===== src/rtl/fga_pkg.sv =====
// Shared constants and types for the screen RAM write path.
package fga_pkg;

   localparam int unsigned SCREEN_DEPTH_80x60 = 4800;
   localparam int unsigned SCR_ADDR_W         = 16;
   localparam int unsigned SCR_DATA_W         = 8;

   typedef enum logic [1:0] {
      IDLE,
      FILL,
      DONE
   } fill_state_t;

endpackage


===== src/rtl/screen_wr_buf.sv =====
// One-entry CPU write buffer: accepts only when empty, so a write and a refill never share a cycle.
module screen_wr_buf
   import fga_pkg::*;
#(
   parameter int unsigned ADDR_W = SCR_ADDR_W,
   parameter int unsigned DATA_W = SCR_DATA_W
) (
   input  logic              clk,
   input  logic              rst_n,
   input  logic              in_valid,
   output logic              in_ready,
   input  logic [ADDR_W-1:0] in_addr,
   input  logic [DATA_W-1:0] in_data,
   output logic              out_valid,
   output logic [ADDR_W-1:0] out_addr,
   output logic [DATA_W-1:0] out_data,
   input  logic              out_take
);

   logic              valid_q, valid_d;
   logic [ADDR_W-1:0] addr_q;
   logic [DATA_W-1:0] data_q;
   logic              accept;

   assign in_ready  = ~valid_q;
   assign accept    = in_valid & ~valid_q;
   assign out_valid = valid_q;
   assign out_addr  = addr_q;
   assign out_data  = data_q;

   always_comb begin
      valid_d = valid_q;
      if (out_take) begin
         valid_d = 1'b0;
      end
      if (accept) begin
         valid_d = 1'b1;
      end
   end

   always_ff @(posedge clk or negedge rst_n) begin
      if (!rst_n) begin
         valid_q <= 1'b0;
         addr_q  <= '0;
         data_q  <= '0;
      end else begin
         valid_q <= valid_d;
         if (accept) begin
            addr_q <= in_addr;
            data_q <= in_data;
         end
      end
   end

endmodule


===== src/rtl/screen_wr_sched.sv =====
// Screen RAM write-port scheduler: CPU writes take priority, the fill engine uses idle slots.
// Optional fill abort input is built when SCREEN_WR_FILL_ABORT_EN is defined.
module screen_wr_sched
   import fga_pkg::*;
#(
   parameter int unsigned ADDR_W       = SCR_ADDR_W,
   parameter int unsigned DATA_W       = SCR_DATA_W,
   parameter int unsigned SCREEN_DEPTH = SCREEN_DEPTH_80x60
) (
   input  logic              clk,
   input  logic              rst_n,
   input  logic              wr_hold,
   input  logic              cpu_wr_valid,
   output logic              cpu_wr_ready,
   input  logic [ADDR_W-1:0] cpu_wr_addr,
   input  logic [DATA_W-1:0] cpu_wr_data,
   input  logic              fill_start,
   input  logic [ADDR_W-1:0] fill_base,
   input  logic [ADDR_W-1:0] fill_len,
   input  logic [DATA_W-1:0] fill_data,
   output logic              fill_busy,
   output logic              fill_done,
`ifdef SCREEN_WR_FILL_ABORT_EN
   input  logic              fill_abort,
`endif
   output logic [ADDR_W-1:0] ram_wraddr,
   output logic [DATA_W-1:0] ram_data,
   output logic              ram_wren
);

   localparam logic [ADDR_W-1:0] LastCell = ADDR_W'(SCREEN_DEPTH - 1);

   fill_state_t       state_q, state_d;
   logic [ADDR_W-1:0] ptr_q;
   logic [ADDR_W-1:0] remain_q;
   logic [DATA_W-1:0] fdata_q;
   logic [ADDR_W-1:0] wraddr_q;
   logic [DATA_W-1:0] data_q;
   logic              wren_q;

   logic              buf_valid;
   logic [ADDR_W-1:0] buf_addr;
   logic [DATA_W-1:0] buf_data;
   logic              issue_cpu;
   logic              issue_fill;
   logic              fill_accept;
   logic              abort;

`ifdef SCREEN_WR_FILL_ABORT_EN
   assign abort = fill_abort & (state_q == FILL);
`else
   assign abort = 1'b0;
`endif

   assign issue_cpu   = buf_valid & ~wr_hold;
   assign issue_fill  = ~buf_valid & ~wr_hold & (state_q == FILL);
   // A start pulse seen under hold is dropped rather than queued.
   assign fill_accept = (state_q == IDLE) & fill_start & ~wr_hold;

   screen_wr_buf #(
      .ADDR_W (ADDR_W),
      .DATA_W (DATA_W)
   ) u_buf (
      .clk       (clk),
      .rst_n     (rst_n),
      .in_valid  (cpu_wr_valid),
      .in_ready  (cpu_wr_ready),
      .in_addr   (cpu_wr_addr),
      .in_data   (cpu_wr_data),
      .out_valid (buf_valid),
      .out_addr  (buf_addr),
      .out_data  (buf_data),
      .out_take  (issue_cpu)
   );

   always_ff @(posedge clk or negedge rst_n) begin
      if (!rst_n) begin
         state_q <= IDLE;
      end else begin
         state_q <= state_d;
      end
   end

   always_comb begin
      state_d = state_q;
      unique case (state_q)
         IDLE: begin
            if (fill_accept) begin
               state_d = (fill_len == '0) ? DONE : FILL;
            end
         end
         FILL: begin
            if (issue_fill && remain_q == ADDR_W'(1)) begin
               state_d = DONE;
            end
         end
         DONE: begin
            // Held in DONE so the pulse is not lost while writes are frozen.
            if (!wr_hold) begin
               state_d = IDLE;
            end
         end
         default: state_d = IDLE;
      endcase
      if (abort) begin
         state_d = IDLE;
      end
   end

   always_comb begin
      fill_busy = (state_q == FILL);
      fill_done = (state_q == DONE) & ~wr_hold;
   end

   always_ff @(posedge clk or negedge rst_n) begin
      if (!rst_n) begin
         ptr_q    <= '0;
         remain_q <= '0;
         fdata_q  <= '0;
      end else if (fill_accept) begin
         ptr_q    <= fill_base;
         remain_q <= fill_len;
         fdata_q  <= fill_data;
      end else if (issue_fill) begin
         ptr_q    <= (ptr_q == LastCell) ? '0 : ptr_q + ADDR_W'(1);
         remain_q <= remain_q - ADDR_W'(1);
      end
   end

   always_ff @(posedge clk or negedge rst_n) begin
      if (!rst_n) begin
         wren_q   <= 1'b0;
         wraddr_q <= '0;
         data_q   <= '0;
      end else begin
         wren_q <= issue_cpu | issue_fill;
         if (issue_cpu) begin
            wraddr_q <= buf_addr;
            data_q   <= buf_data;
         end else if (issue_fill) begin
            wraddr_q <= ptr_q;
            data_q   <= fdata_q;
         end
      end
   end

   assign ram_wren   = wren_q;
   assign ram_wraddr = wraddr_q;
   assign ram_data   = data_q;

endmodule

===== config.mk =====
export PLATFORM = sky130hd
export DESIGN_NAME = screen_wr_sched
export DESIGN_NICKNAME = d
export VERILOG_FILES = /design/src/rtl/fga_pkg.sv /design/src/rtl/screen_wr_buf.sv /design/src/rtl/screen_wr_sched.sv
export SDC_FILE = /design/constraint.sdc
export NUM_CORES = 1
export LEC_CHECK = 0
export ABC_AREA = 1
export BUFFER_PORTS_ARGS = -buffer_cell sky130_fd_sc_hd__buf_4
export CORE_MARGIN = 2
export CORE_UTILIZATION = 55
export DETAILED_ROUTE_END_ITERATION = 8
export PLACE_DENSITY = 0.87
export SLEW_MARGIN = 25
export SYNTH_ARGS = -nofsm -noshare
export SYNTH_HDL_FRONTEND = slang
export SYNTH_HIERARCHICAL = 1
export SYNTH_SLANG_ARGS = --single-unit

===== constraint.sdc =====
create_clock -name clk -period 1.5 [get_ports clk]
set_input_delay 0.15 -clock clk [delete_from_list [all_inputs] [get_ports clk]]
set_output_delay 0.15 -clock clk [all_outputs]
set_load 0.1 [all_outputs]

==> flow_summary.json <==
{
  "ff2ff_path_depth": 8,
  "drc": 0,
  "place_ws_ps": 19.8,
  "fin_ws_ps": 26.6,
  "synth_seq_cells": 92,
  "worst_slew_pin_slew_ps": 396,
  "cts_max_level": 3,
  "peakVddDrop_uv": 1640,
  "layout.nets": 809,
  "seqCellArea_um2": 2310,
  "slew_violations": 0,
  "startpoint_type": "register",
  "first_iter_violations": 377,
  "cts_root_buf": "clkbuf_8",
  "synth_area_um2": 4840,
  "gr-usage-met2_pct": 47.0,
  "fillers": 695,
  "fin_tns_setup_ps": 0,
  "clock_path_buffers": 2,
  "hp-class": "in -> reg",
  "hold_depth": 3,
  "antenna_left": 0,
  "grt_start_max_net_pins": 41,
  "clk_pin_slew_ps": 90,
  "drive_gt1_share_pct": 24.7,
  "ys_seq_area_share_pct": 47.5,
  "final_util_pct": 71.1,
  "syn_avg_cell_area_um2": 7.75,
  "synth_top_cell_area_share_pct": 47.5,
  "cts_tree": "done",
  "drt-total-wl_mm": 13.0,
  "setup_viol": 0,
  "rsz0062_at_grt": "true",
  "via_per_inst": 5.52,
  "whs_ps": -1.96,
  "cap_violations": 0,
  "die_width_um": 97.8,
  "placed_cells": 821,
  "grt_first_pass_wirelength_mm": 21.5,
  "num_antenna_cells": 0,
  "layout.cells.non_filler": 850,
  "end_kind": "register",
  "clock_latency_ps": 370,
  "cp_max_fo": 4,
  "path_class": "reg -> reg",
  "grt_util_met1_pct": 35.9,
  "antenna_found_initial": 0,
  "ios": 97,
  "p_leak_nw": 3.01,
  "vias": 4689,
  "wl_per_cell_um": 15.2,
  "violations": "negative hold slack",
  "dp_hpwl_mm": 9.11,
  "powerDensity_nw_per_um2": 2190,
  "crit_arrival_ps": 1730,
  "yosys_warnings": 6,
  "post-route-min-period_ps": 1470,
  "areaGrowthSynthToFinish_pct": 26.8,
  "num_rows": 34,
  "core_region_area_um2": 8640,
  "clkSinkCount": 92,
  "gp_congestion": 0.931,
  "max_freq_ghz": 0.679,
  "finalHoldViolCount": 1,
  "grt_pass1_vias": 4699,
  "drt_first_pass_iters": 6,
  "syn_nets": 697,
  "syn_inst": 625,
  "synth_cell_types": 32,
  "dieArea_um2": 9570,
  "track_usage_pct": 27.5,
  "busiest_layer": "met2",
  "status": "finished, violations left",
  "cts_buffers": 9,
  "use_met3_pct": 5.15,
  "finalClockSkew_ps": 11.8,
  "port_buffers": 96,
  "period_share_pct": 98.2,
  "relSlewSlack_pct": 73.4,
  "yosys.area.top_type": "dfrtp_1",
  "multi_input_area_um2": 2230,
  "initial_core_util_pct": 56.1,
  "grt_overflow": 0,
  "die-height_um": 97.8,
  "synth.area.top_cells": "dfrtp_1 48%, nand2_1 17%, nand3_1 6.4%, nor2_1 4.4%, inv_1 4.2%",
  "required_ps": 1760
}
==> cell families (layout without fill, tap and decap cells) <==
logic type,after synthesis,in the layout,share of synthesized area [%]
simple gates,377,377,33.6
flops,92,92,47.5
buf+inv,84,201,8.32
compound gates,59,59,7.93
xor+xnor,10,10,1.81
fa+ha+maj,3,3,0.775
==> cell type report <==
class	count	share of cell area (%)
inverter	62	3.95
timing repair buffer	123	16.7
clock inverter	6	1.16
clock buffer	10	2.08
tap	108	2.20
multi-input combinational	449	36.4
sequential	92	37.6
==> critical path, stage by stage, from the launching register on <==
cell and delay [ps]:
dfrtp_1 410, ha_2 230, nand2_2 80, nor2_4 120, nand2_1 100, nor2_2 150
nand4_1 100, nand3_1 110, nand2_1 70
==> placed cells by master (no fill, tap or decap), types with 7 or more instances in the layout <==
cell	Yosys	layout
nand2_1	225	221
buf_4	8	107
dfrtp_1	92	89
nand3_1	62	56
inv_1	54	52
nor2_1	57	50
o211ai_1	24	24
nand2_2	11	14
o21ai_0	11	11
dlygate4sd3_1	0	10
xor2_1	9	9
clkbuf_8	0	9
inv_2	7	8
a31oi_1	7	7
nand4_1	7	7
==> power breakdown <==
part / internal [mW] / total, mW / switching, mW
combinational: 2.06 / 7.20 / 5.14
clock: 0.787 / 1.74 / 0.949
sequential: 3.62 / 4.53 / 0.913
total: 6.46 / 13.5 / 7.00
==> registers in the layout, summed over array words and instances, names as in the netlist <==
name / flops
state_q: 2
remain_q: 16
u_buf/out_valid: 1
ptr_q: 16
u_buf/out_data: 8
u_buf/out_addr: 16
ram_wraddr: 16
fdata_q: 8
ram_data: 8
ram_wren: 1
==> stage by stage <==
stage / total power [mW] / hold slack [ps] / area, um2
2_1_floorplan: 9.73 / -146 / 4870
3_3_place_gp: 11.2 / 57.8 / 5710
3_5_place_dp: 11.4 / 60.1 / 5710
4_1_cts: 13.2 / 1.38 / 6000
5_1_grt: 14.3 / 3.63 / 6140
6_report: 13.5 / -1.96 / 6140
==> metal layers <==
layer  part of all wire (%)  wire [um]  up-vias
met5                      0          0        -
met4                    1.8        239        0
met3                    7.6        991       26
met2                     50       6510      199
met1                     40       5220     2242
li1                       -          -     2222
==> cells in the mapped netlist <==
master	instances
a21oi_1	2
a31oi_1	7
buf_2	5
buf_4	8
buf_6	5
buf_8	1
clkbuf_1	3
dfrtp_1	92
ha_1	3
inv_1	54
inv_2	7
inv_4	1
nand2_1	225
nand2_2	11
nand2_4	2
nand2_8	1
nand3_1	62
nand3_4	2
nand4_1	7
nor2_1	57
nor2_2	3
nor2_4	2
nor3_1	3
o211ai_1	24
o21ai_0	11
o21ai_1	5
o21bai_1	2
o221ai_1	2
o22ai_1	6
or2_2	2
xnor2_1	1
xor2_1	9
==> timing repair <==
action,in CTS,in global routing
resized for setup,5,28
hold buffers,8,2
buffers inserted,0,3
hold endpoints to repair,62,2
pin swaps,1,8
endpoints found under the setup margin,5,34
==> worst paths after layout <==
kind | start | end | slack (ps)
setup / recovery | ptr_q[1] | ptr_q[12] | 30
hold / removal | fill_data[6] | fdata_q[6] | -2
setup reg to reg | ptr_q[1] | ptr_q[12] | 30
hold reg to reg | u_buf/out_addr[4] | u_buf/out_addr[4] | 490
max in group asynchronous | rst_n | fdata_q[6] | 780
min in group asynchronous | rst_n | remain_q[7] | 210
Note: power is estimated with default switching activity, not from simulation.
